--- src/rtl/segway_pkg.sv ---
// Shared types and constants for the segway motor-drive path.
// Speed-to-duty mapping lives here so every consumer clamps identically.
package segway_pkg;

  typedef enum logic {
    RUN    = 1'b0,
    SHTDWN = 1'b1
  } ovr_state_t;

  localparam int                PWM_W    = 11;
  localparam logic [PWM_W-1:0]  DUTY_MID = 11'h400;
  localparam logic signed [11:0] SPD_MAX = 12'sd1023;
  localparam logic signed [11:0] SPD_MIN = -12'sd1024;

  // Clamp to the 11-bit signed range, then bias so zero speed lands on mid-scale.
  function automatic logic [PWM_W-1:0] spd_to_duty(input logic signed [11:0] spd);
    logic signed [11:0] clamped;
    if (spd > SPD_MAX)
      clamped = SPD_MAX;
    else if (spd < SPD_MIN)
      clamped = SPD_MIN;
    else
      clamped = spd;
    return PWM_W'(clamped + 12'sd1024);
  endfunction

endpackage

--- src/rtl/mtr_pwm_drv_nonoverlap.sv ---
// Complementary gate pair with dead-time on every edge of the raw PWM signal.
// force_off parks both gates low; the edge detector keeps tracking meanwhile.
module nonoverlap #(
  parameter int NONOVERLAP = 32
) (
  input  logic clk,
  input  logic rst_n,
  input  logic sig,
  input  logic force_off,
  output logic pwm1,
  output logic pwm2
);

  localparam int DW = $clog2(NONOVERLAP + 1);

  logic          sig_q;
  logic          sig_edge;
  logic [DW-1:0] dead_cnt;

  assign sig_edge = sig ^ sig_q;

  // The edge cycle itself is the first dead cycle, so the down-counter loads one less.
  always_ff @(posedge clk or negedge rst_n) begin
    if (!rst_n) begin
      sig_q    <= 1'b0;
      dead_cnt <= '0;
      pwm1     <= 1'b0;
      pwm2     <= 1'b0;
    end else begin
      sig_q <= sig;
      if (force_off) begin
        dead_cnt <= '0;
        pwm1     <= 1'b0;
        pwm2     <= 1'b0;
      end else if (sig_edge) begin
        dead_cnt <= DW'(NONOVERLAP - 1);
        pwm1     <= 1'b0;
        pwm2     <= 1'b0;
      end else if (dead_cnt != '0) begin
        dead_cnt <= dead_cnt - DW'(1);
        pwm1     <= 1'b0;
        pwm2     <= 1'b0;
      end else begin
        pwm1 <= sig;
        pwm2 <= ~sig;
      end
    end
  end

endmodule

--- src/rtl/mtr_pwm_drv.sv ---
// H-bridge PWM driver for both motors with optional over-current shutdown.
// Shutdown FSM is built only when MTR_OVR_I_SHTDWN_EN is defined.
//
//   state  | meaning
//   RUN    | gates follow PWM, faulted periods counted
//   SHTDWN | all gates off, held until pwr_up drops
module mtr_pwm_drv
  import segway_pkg::*;
#(
  parameter int NONOVERLAP  = 32,
  parameter int OVR_I_BLANK = 128,
  parameter int OVR_LIMIT   = 4
) (
  input  logic        clk,
  input  logic        rst_n,
  input  logic        pwr_up,
  input  logic [11:0] lft_spd,
  input  logic [11:0] rght_spd,
  input  logic        OVR_I,
  output logic        lft_pwm1,
  output logic        lft_pwm2,
  output logic        rght_pwm1,
  output logic        rght_pwm2,
  output logic        PWM_synch,
  output logic        shtdwn
);

  logic [PWM_W-1:0] cnt;
  logic [PWM_W-1:0] lft_duty;
  logic [PWM_W-1:0] rght_duty;
  logic             lft_sig;
  logic             rght_sig;
  logic             gate_en;
  logic             shut;
  logic             force_off;

  always_ff @(posedge clk or negedge rst_n) begin
    if (!rst_n)
      cnt <= '0;
    else
      cnt <= cnt + PWM_W'(1);
  end

  assign PWM_synch = (cnt == '1);

  always_ff @(posedge clk or negedge rst_n) begin
    if (!rst_n) begin
      lft_duty  <= DUTY_MID;
      rght_duty <= DUTY_MID;
    end else if (PWM_synch) begin
      lft_duty  <= spd_to_duty(lft_spd);
      rght_duty <= spd_to_duty(rght_spd);
    end
  end

  assign lft_sig  = (cnt < lft_duty);
  assign rght_sig = (cnt < rght_duty);

  // Re-enable only at a wrap so a pwr_up rise never produces a partial first period.
  always_ff @(posedge clk or negedge rst_n) begin
    if (!rst_n)
      gate_en <= 1'b1;
    else if (!pwr_up)
      gate_en <= 1'b0;
    else if (PWM_synch)
      gate_en <= 1'b1;
  end

  assign force_off = ~(gate_en & pwr_up) | shut;

`ifdef MTR_OVR_I_SHTDWN_EN
  localparam int FW = $clog2(OVR_LIMIT + 1);

  ovr_state_t    state;
  ovr_state_t    nxt_state;
  logic [FW-1:0] flt_cnt;
  logic          flt_seen;
  logic          flt_now;
  logic          period_flt;
  logic          trip;

  assign flt_now    = OVR_I & (cnt >= PWM_W'(OVR_I_BLANK)) & (lft_pwm1 | rght_pwm1);
  assign period_flt = flt_seen | flt_now;
  assign trip       = PWM_synch & period_flt & (flt_cnt == FW'(OVR_LIMIT - 1));

  always_ff @(posedge clk or negedge rst_n) begin
    if (!rst_n)
      state <= RUN;
    else
      state <= nxt_state;
  end

  always_comb begin
    nxt_state = state;
    case (state)
      RUN:     if (pwr_up && trip) nxt_state = SHTDWN;
      SHTDWN:  if (!pwr_up) nxt_state = RUN;
      default: nxt_state = RUN;
    endcase
  end

  always_comb begin
    shut = 1'b0;
    if (state == SHTDWN)
      shut = 1'b1;
  end

  // A fault on the wrap cycle still belongs to the period that is ending.
  always_ff @(posedge clk or negedge rst_n) begin
    if (!rst_n) begin
      flt_cnt  <= '0;
      flt_seen <= 1'b0;
    end else if (!pwr_up) begin
      flt_cnt  <= '0;
      flt_seen <= 1'b0;
    end else if (state == RUN) begin
      if (PWM_synch) begin
        flt_cnt  <= period_flt ? flt_cnt + FW'(1) : '0;
        flt_seen <= 1'b0;
      end else begin
        flt_seen <= period_flt;
      end
    end
  end

  assign shtdwn = shut;
`else
  logic unused_ovr_i;
  localparam int unused_ovr_params = OVR_I_BLANK + OVR_LIMIT;

  assign unused_ovr_i = OVR_I;
  assign shut         = 1'b0;
  assign shtdwn       = 1'b0;
`endif

  nonoverlap #(.NONOVERLAP(NONOVERLAP)) u_lft_no (
    .clk       (clk),
    .rst_n     (rst_n),
    .sig       (lft_sig),
    .force_off (force_off),
    .pwm1      (lft_pwm1),
    .pwm2      (lft_pwm2)
  );

  nonoverlap #(.NONOVERLAP(NONOVERLAP)) u_rght_no (
    .clk       (clk),
    .rst_n     (rst_n),
    .sig       (rght_sig),
    .force_off (force_off),
    .pwm1      (rght_pwm1),
    .pwm2      (rght_pwm2)
  );

endmodule

--- config.mk ---
export PLATFORM = sky130hd
export DESIGN_NAME = mtr_pwm_drv
export DESIGN_NICKNAME = d
export VERILOG_FILES = /design/src/rtl/segway_pkg.sv /design/src/rtl/mtr_pwm_drv_nonoverlap.sv /design/src/rtl/mtr_pwm_drv.sv
export SDC_FILE = /design/constraint.sdc
export NUM_CORES = 1
export LEC_CHECK = 0
export BUFFER_PORTS_ARGS = -buffer_cell sky130_fd_sc_hd__buf_2
export CORE_MARGIN = 2
export CORE_UTILIZATION = 46
export DETAILED_ROUTE_END_ITERATION = 7
export PLACE_DENSITY = 0.76
export SYNTH_ARGS = -nofsm -noshare
export SYNTH_HDL_FRONTEND = slang
export SYNTH_SLANG_ARGS = --single-unit
--- constraint.sdc ---
create_clock -name clk -period 4.5 [get_ports clk]
set_clock_uncertainty 0.05 [all_clocks]
set_input_delay 0.225 -clock clk [delete_from_list [all_inputs] [get_ports clk]]
set_output_delay 0.225 -clock clk [all_outputs]
set_load 0.02 [all_outputs]
# Word level (Yosys, flattened, before mapping)
# Cells that the tools add are included.
dict set report op_classes {
  mul 0
  n_mux 26
  div 0
  eq_ne 4
  order_cmp 6
  shifts 0
  n_reduce_logical 2
  n_addsub 5
  n_bitwise 5
}
# cell n
set op_table {}
lappend op_table {{11-bit 2-to-1 mux} 6}
lappend op_table {{6-bit 2-to-1 mux} 6}
lappend op_table {{12-bit by 11-bit > comparator with 1-bit output, second input constant} 2}
lappend op_table {{12-bit by 11-bit < comparator with 1-bit output, second input constant} 2}
lappend op_table {{11-bit adder, second input constant} 2}
lappend op_table {{11-bit < comparator} 2}
lappend op_table {{1-bit 2-to-1 mux} 14}
lappend op_table {{6-bit nonzero test} 2}
lappend op_table {{6-bit by 1-bit subtractor with 6-bit output, second input constant} 2}
lappend op_table {{11-bit by 1-bit adder with 11-bit output, second input constant} 1}
lappend op_table {{11-bit == test, second input constant} 1}
lappend op_table {{3-bit by 1-bit != test with 1-bit output, second input constant} 2}
lappend op_table {{2-bit by 1-bit != test with 1-bit output, second input constant} 1}
lappend op_table {{1-bit NOT} 2}
lappend op_table {{1-bit bitwise XOR} 2}
lappend op_table {{1-bit AND} 1}
dict set report totals {
  mem_count 0
  inputBits 28
  latch_bits 0
  ff_bits 52
  word_cells 60
  rom_bits 0
  ramBits 0
  output_inout_bits 6
}

# Logic depth before layout (Yosys ltp)
# Gate-level depths: netlist (run 1).
dict set report logic_depth {
  depth_word 5
  mapped_depth 8
  ltp_nobuf 7
}

# Modules after synthesis
# Synthesis (run 1) repeated with hierarchy kept, for this count alone.
dict set report hier_totals {
  hier_cells 277
  hier_area_um2 2936.6
}
# mod seq_area_each_um2 area_per_inst_um2 cells_each instances
set modules_own_cells {}
lappend modules_own_cells {mtr_pwm_drv 854.6 2038.2 193 1}
lappend modules_own_cells {nonoverlap 225.2 449.2 42 2}

# Worst setup path after synthesis (run 1)
# No wires, ideal clock.
dict set report synth_path {
  path_kind {reg-to-reg}
  from {register lft_duty[10]}
  to {register u_lft_no.dead_cnt[5]}
  synth_period_minus_slack_ns 2.157
  required_time_ns 4.330
  setup_time_ns 0.120
  t_arrival_ns 1.987
  path_buffers 1
  setup_slack_ns 2.343
  path_stages_with_launch 9
  cell_sequence {dfstp_2 > inv_1 > ha_1 > nand4_1 > nor3_1 > a2111o_1 > or3_1 > buf_2 > and3_1}
}
dict set report synth_via {
  elab_chain_cells 4
  word_cells_on_any_way 5
  classes_between {order compare: 1; eq/ne: 1; mux: 2; bitwise: 1}
}
# element line_no
set synth_rtl {}
lappend synth_rtl {{from (decl)} mtr_pwm_drv.sv:29} ;# logic [PWM_W-1:0] lft_duty;
lappend synth_rtl {{from (signal assigned)} mtr_pwm_drv.sv:51} ;# lft_duty <= spd_to_duty(lft_spd);
lappend synth_rtl {{11-bit < comparator (*)} mtr_pwm_drv.sv:56} ;# assign lft_sig = (cnt < lft_duty);
lappend synth_rtl {{1-bit bitwise XOR (*)} mtr_pwm_drv_nonoverlap.sv:20} ;# assign sig_edge = sig ^ sig_q;
lappend synth_rtl {{6-bit 2-to-1 mux} mtr_pwm_drv_nonoverlap.sv:35} ;# end else if (sig_edge) begin
lappend synth_rtl {{6-bit 2-to-1 mux} mtr_pwm_drv_nonoverlap.sv:31} ;# if (force_off) begin
lappend synth_rtl {{to (signal assigned)} mtr_pwm_drv_nonoverlap.sv:36} ;# dead_cnt <= DW'(NONOVERLAP - 1);
lappend synth_rtl {{to (signal assigned)} mtr_pwm_drv_nonoverlap.sv:40} ;# dead_cnt <= dead_cnt - DW'(1);
lappend synth_rtl {{to (decl)} mtr_pwm_drv_nonoverlap.sv:18} ;# logic [DW-1:0] dead_cnt;
# Mark *: on every way between the ends. The rest lies on a longest branch, timed or not.
# A chain may end at the register's enable or synchronous reset.

# Worst setup path after layout (run 1)
dict set report layout_path {
  from {register cnt[1]}
  to {register rght_duty[9]}
}
dict set report layout_via {
  elab_chain_cells 1
}
# element line_no
set layout_rtl {}
lappend layout_rtl {{from (decl)} mtr_pwm_drv.sv:28} ;# logic [PWM_W-1:0] cnt;
lappend layout_rtl {{from (signal assigned)} mtr_pwm_drv.sv:41} ;# cnt <= cnt + PWM_W'(1);
lappend layout_rtl {{11-bit == test} mtr_pwm_drv.sv:44} ;# assign PWM_synch = (cnt == '1);
lappend layout_rtl {{to (signal assigned)} mtr_pwm_drv.sv:52} ;# rght_duty <= spd_to_duty(rght_spd);
lappend layout_rtl {{to (decl)} mtr_pwm_drv.sv:30} ;# logic [PWM_W-1:0] rght_duty;
# No other way between the ends.

==> impl_metrics.tcl, run 1 <==
set metrics [dict create \
    ys_warn_count 0 \
    area_delta_synth_final_pct 10.9 \
    die_w_um 81.5 \
    final_nets 375 \
    finalCritPeriodShare_pct 51.9 \
    post_cts_buffers 0 \
    cts.reportedPaths.clkPinSlew_ns 0.09 \
    crit_cells 6 \
    clock.fmax_ghz 0.428 \
    cts.sinks 52 \
    drive_above_1_share_pct 13.5 \
    synth.avg_cell_area_um2 9.33 \
    drt_first_pass_iters 4 \
    crit_slowest_cell "nand4_1" \
    p_leak_nw 1.73 \
    p_per_area_nw_per_um2 249 \
    cp.buffers_inverters 1 \
    drc 0 \
    netlist.area_leader.share_pct 44.4 \
    grt_max_degree 53 \
    hold_ws_ns -0.0200 \
    synth-seq-cells 52 \
    p_clk_share_pct 34.6 \
    cts_made_buffers 5 \
    seq_power_share_pct 61.3 \
    die_y_um 81.5 \
    track_usage_pct 16.9 \
    syn_inst 296 \
    die_area_um2 6640 \
    status "finished with violations" \
    critPathRequiredTime_ns 4.64 \
    cts_tree "built" \
    combPwrFrac_pct 4.1 \
    htree_levels 2 \
    drt_iter0_drc 91 \
    routedWlPerCell_um 12.3 \
    tightestPinTransition_ns 0.688 \
    fill_cells 534 \
    hp-class "input port to async pin" \
    vdd_drop_max_uv 138 \
    dpl-instance-area_um2 2980 \
    grt_overflow 0 \
    fin_ws_ns 2.16 \
    hold_viol 49 \
    diodes 0 \
    routed-via-count 2035 \
    fin_setup_tns_ns 0 \
    io_pins 34 \
    syn-num-nets 347 \
    finalMaxSlewViolations 0 \
    intPower_uw 588 \
    max_stage_delay_ns 0.59 \
    cp_data_arrival_time_ns 2.48 \
    crit_chain "ha_1, and3_1, nand4_1, buf_4, nand2_1, o21ai_0" \
    synth_area_um2 2760 \
    ys_seq_area_share_pct 47.2 \
    via_per_inst 5.09 \
    rsz0062_at_grt "false" \
    cp-end-kind "register" \
    timing.final.crit_period_ns 2.34 \
    violations "hold timing" \
    clk_path_buf_depth 2 \
    worstSetupStartpointType "register" \
    net-switching-power_uw 174 \
    synth_cell_types 32 \
    switching_share_pct 22.9 \
    rows 28 \
    drv_cap 0 \
    ctsRootBufferMaster "clkbuf_8" \
    fin_util_pct 52.4 \
    cts.repair.resized 0 \
    finalSetupViolCount 0 \
    initial_utilization_pct 47.2 \
    place_hpwl_um 3680 \
    reg2regPathDepth 6 \
    drt-total-wl_um 4900 \
    worstSetupPathType "register to register" \
    grt_pass1_vias 2003 \
    stdcell_area_um2 3060 \
    grt_pass1_wl_um 8690 \
    cp_max_fo 21 \
    core_area_um2 5850 \
    ys_top_cells_by_area "dfrtp_1 (44%), ha_1 (10%), o21ai_0 (8.3%)" \
    grt_antenna_before_repair 0 \
    relSlewSlack_pct 54.0 \
    synth_top_cell_by_area "dfrtp_1" \
    clk-insertion-delay-late_ns 0.31 \
    globalplace.congestion 0.802 \
    ant_nets 0 \
    numPortBuffers 31 \
    pre_cts_ws_ns 2.14 \
    hold_buffers 0 \
    crit_family "simple AND/OR/NAND/NOR gates" \
]
## cells in the final DEF, fill, tap and decap left out, drive strengths merged, types with 2 or more instances in the layout
cell type / count
nand3: 8
dfrtp: 49
nor2b: 4
a21o: 3
nor3: 7
xnor2: 9
a21oi: 6
xor2: 8
nor4: 3
dfstp: 3
a31oi: 11
clkbuf: 5
clkinv: 3
or3: 2
nand4: 5
nor2: 8
nand2b: 4
o21ai: 47
nand2: 36
inv: 27
mux2i: 2
ha: 23
buf: 33
nor3b: 5
and3: 8
## power by group through the flow
stage / Clock [mW] / Sequential [mW] / Combinational (mW)
global route: 0.291 / 0.467 / 0.0368
global placement: 0 / 0.476 / 0.0325
finish: 0.264 / 0.467 / 0.0315
floorplan: 0 / 0.476 / 0.0110
CTS: 0.269 / 0.467 / 0.0331
detailed placement: 0 / 0.476 / 0.0331
## registers in the layout (all words and copies together) (netlist names), 6 cells and up
signal / flops
lft_duty: 11
cnt: 11
rght_duty: 11
u_rght_no.dead_cnt: 6
u_lft_no.dead_cnt: 6
## through the flow
| stage | instances | power (mW) |
|---|---|---|
| 2_1_floorplan | 296 | 0.487 |
| 3_3_place_gp | 392 | 0.509 |
| 3_5_place_dp | 392 | 0.509 |
| 4_1_cts | 400 | 0.769 |
| 5_1_grt | 400 | 0.795 |
| 6_report | 400 | 0.762 |
## cells in the mapped netlist
library cell	n
o41a_1	1
conb_1	1
o41ai_1	1
a21o_1	3
and3_1	8
nor3_1	7
nor2_1	8
a31oi_1	11
nor2b_1	4
nand3_1	8
or3_1	2
nand2b_1	4
nor3b_1	5
nand2_1	36
dfrtp_1	49
o21ai_0	46
a21oi_1	6
nand4_1	5
xnor2_1	9
buf_4	1
o21ai_1	1
xor2_1	8
mux2i_1	2
dfstp_2	3
buf_2	1
o21a_1	1
nor4_1	3
o311a_1	1
inv_1	27
ha_1	23
a2111o_1	1
clkbuf_1	10
## cell families after synthesis
logic type	share of synthesized area, %
simple gates	15.9
compound gates	14.7
flops	47.2
buf+inv	5.48
fa+ha+maj	10.4
xor+xnor	5.39
mux	0.725
other cells	0.136
## layout make-up
| cell class | instances | area (µm²) | share of cell area [%] |
|---|---|---|---|
| tap | 75 | 93.8 | 3.06 |
| clock inverter | 3 | 18.8 | 0.612 |
| inverter | 27 | 101 | 3.31 |
| timing repair buffer | 33 | 170 | 5.55 |
| clock buffer | 5 | 68.8 | 2.25 |
| multi-input combinational | 205 | 1310 | 42.6 |
| sequential | 52 | 1310 | 42.6 |
## final timing paths
kind | startpoint | endpoint | slack (ns)
min in group clk | rght_spd[11] | rght_duty[10] | 0.04
min reg2reg | lft_duty[9] | lft_duty[9] | 0.43
max | cnt[1] | rght_duty[9] | 2.16
max in group asynchronous | rst_n | rght_duty[1] | 4.00
max reg2reg | cnt[1] | rght_duty[9] | 2.16
min | rst_n | u_rght_no.dead_cnt[4] | -0.02
## metal layers
metal / up-vias / track usage, % / wire [µm]
met5: - / 0 / 0
met4: 0 / 4.58 / 55
met3: 8 / 3.85 / 183
met2: 34 / 29.3 / 2460
met1: 916 / 21.1 / 2210
li1: 1077 / - / -
Power figures use the tool's default switching activity.
==> run 2: changes to the inputs <==
Settings changed: ABC_AREA set to 1, PLACE_DENSITY 0.76 to 0.78.
Clock period 4.5 ns to 1.9 ns, I/O delays scaled along.
==> run 2 against run 1 <==
The flow finishes with violations (setup timing). Global-route usage grew 1.2 points. Flip-flop and latch count unchanged. Worst hold slack gained 0.049 ns. Utilization rose by 8.1 points. Total power is 140% higher. Die area grew 8.5%. Count of clock-buffer cells in the layout rose by 1. First-iteration DRC count grew 30%. Critical path type unchanged. Critical endpoint is now u_rght_no.dead_cnt[4].
==> impl_metrics.tcl, run 2 <==
set metrics [dict create \
    status "finished with violations" \
    violations "setup timing" \
    drive_above_1_share_pct 37.3 \
    hold_viol 0 \
    finalCritPeriodShare_pct 104 \
    clock.fmax_ghz 0.505 \
    fin_setup_tns_ns -0.534 \
    syn-num-nets 403 \
    reg2regPathDepth 13 \
    grt_pass1_wl_um 10600 \
    p_per_area_nw_per_um2 473 \
    cp-end-kind "register" \
    rsz0062_at_grt "true" \
    cts_made_buffers 5 \
    ys_warn_count 0 \
    grt_max_degree 45 \
    drt_iter0_drc 118 \
    cp_max_fo 3 \
    htree_levels 2 \
    synth_area_um2 3010 \
    finalSetupViolCount 12 \
    globalplace.congestion 0.808 \
    synth_top_cell_by_area "dfrtp_1" \
    synth_cell_types 29 \
    layout_commonest_cell "nand2_1" \
    diodes 0 \
    ctsRootBufferMaster "clkbuf_8" \
    pre_cts_ws_ns -0.0624 \
    fin_ws_ns -0.0810 \
    vdd_drop_max_uv 425 \
    finalMaxSlewViolations 0 \
    clk-insertion-delay-late_ns 0.31 \
    area_delta_synth_final_pct 27.5 \
    ys_top_cells_by_area "dfrtp_1 (41%), nand2_1 (10%), ha_1 (9.6%)" \
    critPathRequiredTime_ns 2.06 \
    routedWlPerCell_um 14.1 \
    cp_data_arrival_time_ns 2.14 \
    rows 29 \
    synth_edf_count 0 \
    initial_utilization_pct 47.4 \
    track_usage_pct 18.1 \
    hp-class "input port to register" \
    grt_antenna_before_repair 0 \
    final_nets 467 \
    grt_pass1_vias 2465 \
    syn_inst 352 \
    worstSetupPathType "register to register" \
    p_leak_nw 2.31 \
    yosys-top-cells-count "nand2_1 (80), inv_1 (52), dfrtp_1 (49), nor2_1 (33), a21oi_1 (26)" \
    drv_cap 0 \
    routed-via-count 2518 \
    power.total_mw 1.82 \
    ys_seq_area_share_pct 43.3 \
    die_y_um 84.9 \
    tightestPinTransition_ns 0.715 \
    drt_first_pass_iters 4 \
    ys.flop_type "dfrtp_1" \
    place_hpwl_um 4360 \
    synth.avg_cell_area_um2 8.55 \
    yosysMostFrequentCell "nand2_1" \
    die_w_um 84.9 \
    grt_overflow 0 \
    whs_path_depth 3 \
    stdcell_area_um2 3840 \
    relSlewSlack_pct 52.1 \
    timing.final.crit_period_ns 1.98 \
    netlist.area_leader.share_pct 40.7 \
    core_area_um2 6350 \
    drt-total-wl_um 6930 \
    layout_common_cells "nand2_1 (63), dfrtp_1 (48), inv_1 (46)" \
    reg_top3 "cnt: 11 flops, lft_duty: 11 flops, rght_duty: 11 flops" \
    drc 0 \
    die_area_um2 7210 \
    cts.sinks 52 \
    async_flop_share_pct 100 \
    ant_nets 0 \
    cts.reportedPaths.clkPinSlew_ns 0.09 \
    numPortBuffers 31 \
    clk_path_buf_depth 2 \
    via_per_inst 5.11 \
    worstSetupStartpointType "register" \
    synth-seq-cells 52 \
    cts_tree "built" \
    dpl-instance-area_um2 3320 \
    io_pins 34 \
]
[run 2: repair_timing]
action / CTS / global route
setup buffers: 7 / 9
endpoints found under the setup margin: 15 / 17
hold buffers: 4 / 0
endpoints found under the hold margin: 22 / 0
gates resized for setup: 15 / 63
pin swaps: 6 / 22
[run 2: where the power goes]
group,switching [mW],internal [mW],total (mW)
combinational,0.0642,0.0397,0.104
sequential,0,1.11,1.11
clock,0.354,0.252,0.606
[run 2: logic make-up (layout without fill, tap and decap cells)]
family / after synthesis / in the layout / share of synthesized area (%)
adders and majority gates: 23 / 23 / 9.56
and+or+nand+nor: 153 / 153 / 23.4
xor gates and xnor gates: 12 / 12 / 3.49
buffers and inverters: 59 / 123 / 8.48
DFF: 52 / 52 / 43.4
AOI/OAI and AO/OA: 52 / 52 / 11.6
other: 1 / 1 / 0.125
[run 2: metal layers]
layer,wire [µm],global-route usage [%]
met5,0,0
met4,95,6.49
met3,186,2.92
met2,3720,30.4
met1,2940,23.7
[run 2: layout make-up]
class                           count  area, µm²
Fill cell                         511       2510
Multi-Input combinational cell    241       1710
Sequential cell                    52       1310
Timing Repair Buffer               62        429
Inverter                           54        215
Tap cell                           77       96.3
Clock buffer                        6       72.6
Clock inverter                      1       5.00
[run 2: per-stage QoR]
stage	instances	hold slack [ns]	util, %
3_5_place_dp	466	0.0345	52.2
4_1_cts	484	0.0244	55.9
6_report	493	0.0286	60.5
2_1_floorplan	352	-0.251	-
5_1_grt	493	0.0350	60.5
3_3_place_gp	466	0.0347	52.2
[run 2: worst max-delay path, cell delays in order, from the launching register on]
cell and delay [ns]:
dfstp_2 0.55, inv_2 0.04, ha_4 0.28, nand2_4 0.06
inv_2 0.06, nand2_2 0.06, nor2_2 0.12, nand2_2 0.08
nand3_2 0.13, nand2_2 0.09, nand2_4 0.11, nand2_1 0.09
nor2_2 0.13, nor2_4 0.03
[run 2: worst paths after layout]
check	startpoint	end	slack, ns
setup / recovery	rght_duty[10]	u_rght_no.dead_cnt[4]	-0.08
hold reg to reg	rght_duty[9]	rght_duty[9]	0.44
max in group asynchronous	rst_n	gate_en	0.96
setup reg to reg	rght_duty[10]	u_rght_no.dead_cnt[4]	-0.08
min in group asynchronous	rst_n	rght_duty[6]	0.24
hold / removal	rght_spd[0]	rght_duty[0]	0.03
==> run 3: changes to the inputs <==
Settings changed: PLACE_DENSITY 0.78 to 0.77, SYNTH_HIERARCHICAL set to 1.
==> run 3 against run 2 <==
The run still ends with setup timing left. Via count up 13%. Worst hold slack better by 0.058 ns. Setup slack better by 0.020 ns. Combinational power down 8%. Register-to-register slack better by 0.02 ns. Final cell count up 18%. Wire length up 0.23%. Die area up 7.9%. Total power up 3.3%. Sequential share of layout area down 1.7 points. Non-clock buffer count down 5. Critical path type unchanged. Critical endpoint is now u_rght_no/dead_cnt[1]. Highest routed layer unchanged.
==> impl_metrics.tcl, run 3 <==
set metrics [dict create \
    synth_compound_area_share_pct 7.52 \
    diodes 0 \
    clock.fmax_ghz 0.510 \
    final_nets 540 \
    grt_antenna_before_repair 0 \
    ctsRootBufferMaster "clkbuf_8" \
    grt_pass1_wl_um 11500 \
    io_pins 34 \
    worstSetupPathType "register to register" \
    die_w_um 88.2 \
    cp_max_fo 4 \
    hp-class "input port to register" \
    netlist.area_leader.share_pct 37.6 \
    cts.reportedPaths.clkPinSlew_ns 0.09 \
    cp-end-kind "register" \
    via_per_inst 4.87 \
    finalSetupViolCount 13 \
    numPortBuffers 31 \
    ys_seq_area_share_pct 40.0 \
    cts_made_buffers 5 \
    drt_iter0_drc 229 \
    timing.final.crit_period_ns 1.96 \
    die_y_um 88.2 \
    track_usage_pct 18.7 \
    cts.sinks 52 \
    dpl-instance-area_um2 3580 \
    p_per_area_nw_per_um2 462 \
    tightestPinTransition_ns 0.639 \
    ant_nets 0 \
    hold_viol 0 \
    clk-insertion-delay-late_ns 0.30 \
    vdd_drop_max_uv 309 \
    critPathRequiredTime_ns 2.05 \
    place_hpwl_um 4790 \
    min_from "lft_spd[1]" \
    layout_commonest_cell "nand2_1" \
    rsz0062_at_grt "true" \
    syn-num-nets 487 \
    ys_warn_count 6 \
    async_flop_share_pct 100 \
    synth_top_family_by_area "simple AND/OR/NAND/NOR gates" \
    drive_above_1_share_pct 28.3 \
    cts_tree "built" \
    synth.area.mux_share_pct 0 \
    core_area_um2 6830 \
    finalCritPeriodShare_pct 103 \
    syn_inst 434 \
    timing.rr.start "rght_duty[10]" \
    reg_top3 "cnt: 11 flops, lft_duty: 11 flops, rght_duty: 11 flops" \
    area_delta_synth_final_pct 24.6 \
    layout_common_cells "nand2_1 (129), inv_1 (53), dfrtp_1 (42)" \
    hold_ws_ns 0.0865 \
    synth_xor_area_share_pct 1.61 \
    ys.flop_type "dfrtp_1" \
    startpoint "rght_duty[10]" \
    synth_area_um2 3260 \
    max_stage_delay_ns 0.55 \
    yosys.area_share.simple_pct 31.6 \
    synth.avg_cell_area_um2 7.51 \
    relSlewSlack_pct 57.4 \
    grt_max_degree 29 \
    cp_data_arrival_time_ns 2.11 \
    stdcell_area_um2 4060 \
    ys_top_cells_by_area "dfrtp_1 (38%), nand2_1 (16%), ha_1 (9.6%)" \
    drt_first_pass_iters 4 \
    finalMaxSlewViolations 0 \
    routedWlPerCell_um 11.9 \
    yosysMostFrequentCell "nand2_1" \
    initial_utilization_pct 47.7 \
    synth-seq-cells 52 \
    synth_top_cell_by_area "dfrtp_1" \
    grt_overflow 0 \
    clk_path_buf_depth 2 \
    synth_edf_count 0 \
    crit_slowest_cell "dfstp_2" \
    rows 30 \
    cpMostUsedCell "nand2_1" \
    grt_pass1_vias 2630 \
    routed-via-count 2843 \
    globalplace.congestion 0.825 \
    violations "setup timing" \
    worstSetupStartpointType "register" \
    htree_levels 2 \
    yosys-top-cells-count "nand2_1 (137), inv_1 (57), dfrtp_1 (49), nor2_1 (39), nand3_1 (28)" \
    crit_chain "inv_2, ha_4, a21o_1, nor2_1, nand2_1, nor2_4, nand2_4, a21oi_4, nand2_2, nand2_1, nand2_1" \
    fin_ws_ns -0.0609 \
    drv_cap 0 \
    p_leak_nw 2.28 \
    synth_cell_types 30 \
    status "finished with violations" \
    drc 0 \
    drt-total-wl_um 6950 \
    die_area_um2 7770 \
    synth-adder-area-share_pct 9.60 \
]
[run 3: cell count changes in the layout (fill, tap and decap cells not counted), sizes merged, moves of 4 or more]
| cell | change |
|---|---|
| nand3 | +17 |
| nand4 | -4 |
| a21oi | -12 |
| inv | +7 |
| nand2 | +58 |
| nor2 | +16 |
[run 3: cell families (layout without fill, tap and decap cells)]
| kind of cell | after synthesis | in the layout |
|---|---|---|
| DFF | 52 | 52 |
| adders and majority gates | 25 | 25 |
| AOI/OAI and AO/OA | 44 | 44 |
| xor gates and xnor gates | 6 | 6 |
| and+or+nand+nor | 234 | 234 |
| buffers and inverters | 72 | 126 |
| other | 1 | 1 |
[run 3: power by group]
group	internal (mW)	switching, mW	leakage (nW)
registers	1.11	0.000000000000000199	0.578
clock network	0.333	0.342	0.0515
logic	0.0376	0.0579	1.65
[run 3: metal layers]
metal / vias up / GRT usage, % / wire [µm]
li1: 1459 / - / -
met3: 11 / 3.39 / 279
met2: 66 / 34.6 / 3550
met5: - / 0 / 0
met4: 0 / 3.31 / 170
met1: 1307 / 22.7 / 2950
[run 3: final timing paths]
check / endpoint / cells past startpoint / slack (ns)
min reg2reg: rght_duty[10] / 2 / 0.43
max in group asynchronous: lft_duty[10] / 3 / 0.87
min: lft_duty[1] / 5 / 0.09
min in group asynchronous: u_rght_no/dead_cnt[3] / 2 / 0.29
max: u_rght_no/dead_cnt[1] / 11 / -0.06
max reg2reg: u_rght_no/dead_cnt[1] / 11 / -0.06
[run 3: layout make-up]
type / instances / area (µm²)
multi-input cells: 310 / 1920
fillers: 618 / 2770
clock buffers: 8 / 100
inverters: 61 / 229
flip-flops and latches: 52 / 1310
well taps: 96 / 120
repair buffers: 57 / 378
[run 3: repair_timing]
item,in CTS,in global routing
resized for setup,30,33
endpoints found under the setup margin,12,17
pin swaps,24,16
setup buffers,5,4
hold buffers,2,0
endpoints found under the hold margin,27,0
[run 3: through the flow]
stage	setup WS [ns]	power (mW)	cells	util (%)	setup TNS, ns
after global routing	-0.182	1.96	584	59.5	-1.93
after global placement	-0.0625	1.22	565	52.5	-0.329
after floorplan	0.0221	1.17	434	-	0
final	-0.0609	1.88	584	59.5	-0.403
after CTS	-0.0330	1.90	580	56.7	-0.174
after detailed placement	-0.154	1.22	565	52.5	-1.24
[run 3: critical path: cells and delay by family, from the launching register on]
| family | cells | cell delay, ns |
|---|---|---|
| simple gates | 7 | 0.62 |
| buf+inv | 1 | 0.05 |
| flops | 1 | 0.55 |
| compound gates | 2 | 0.34 |
| fa+ha+maj | 1 | 0.24 |
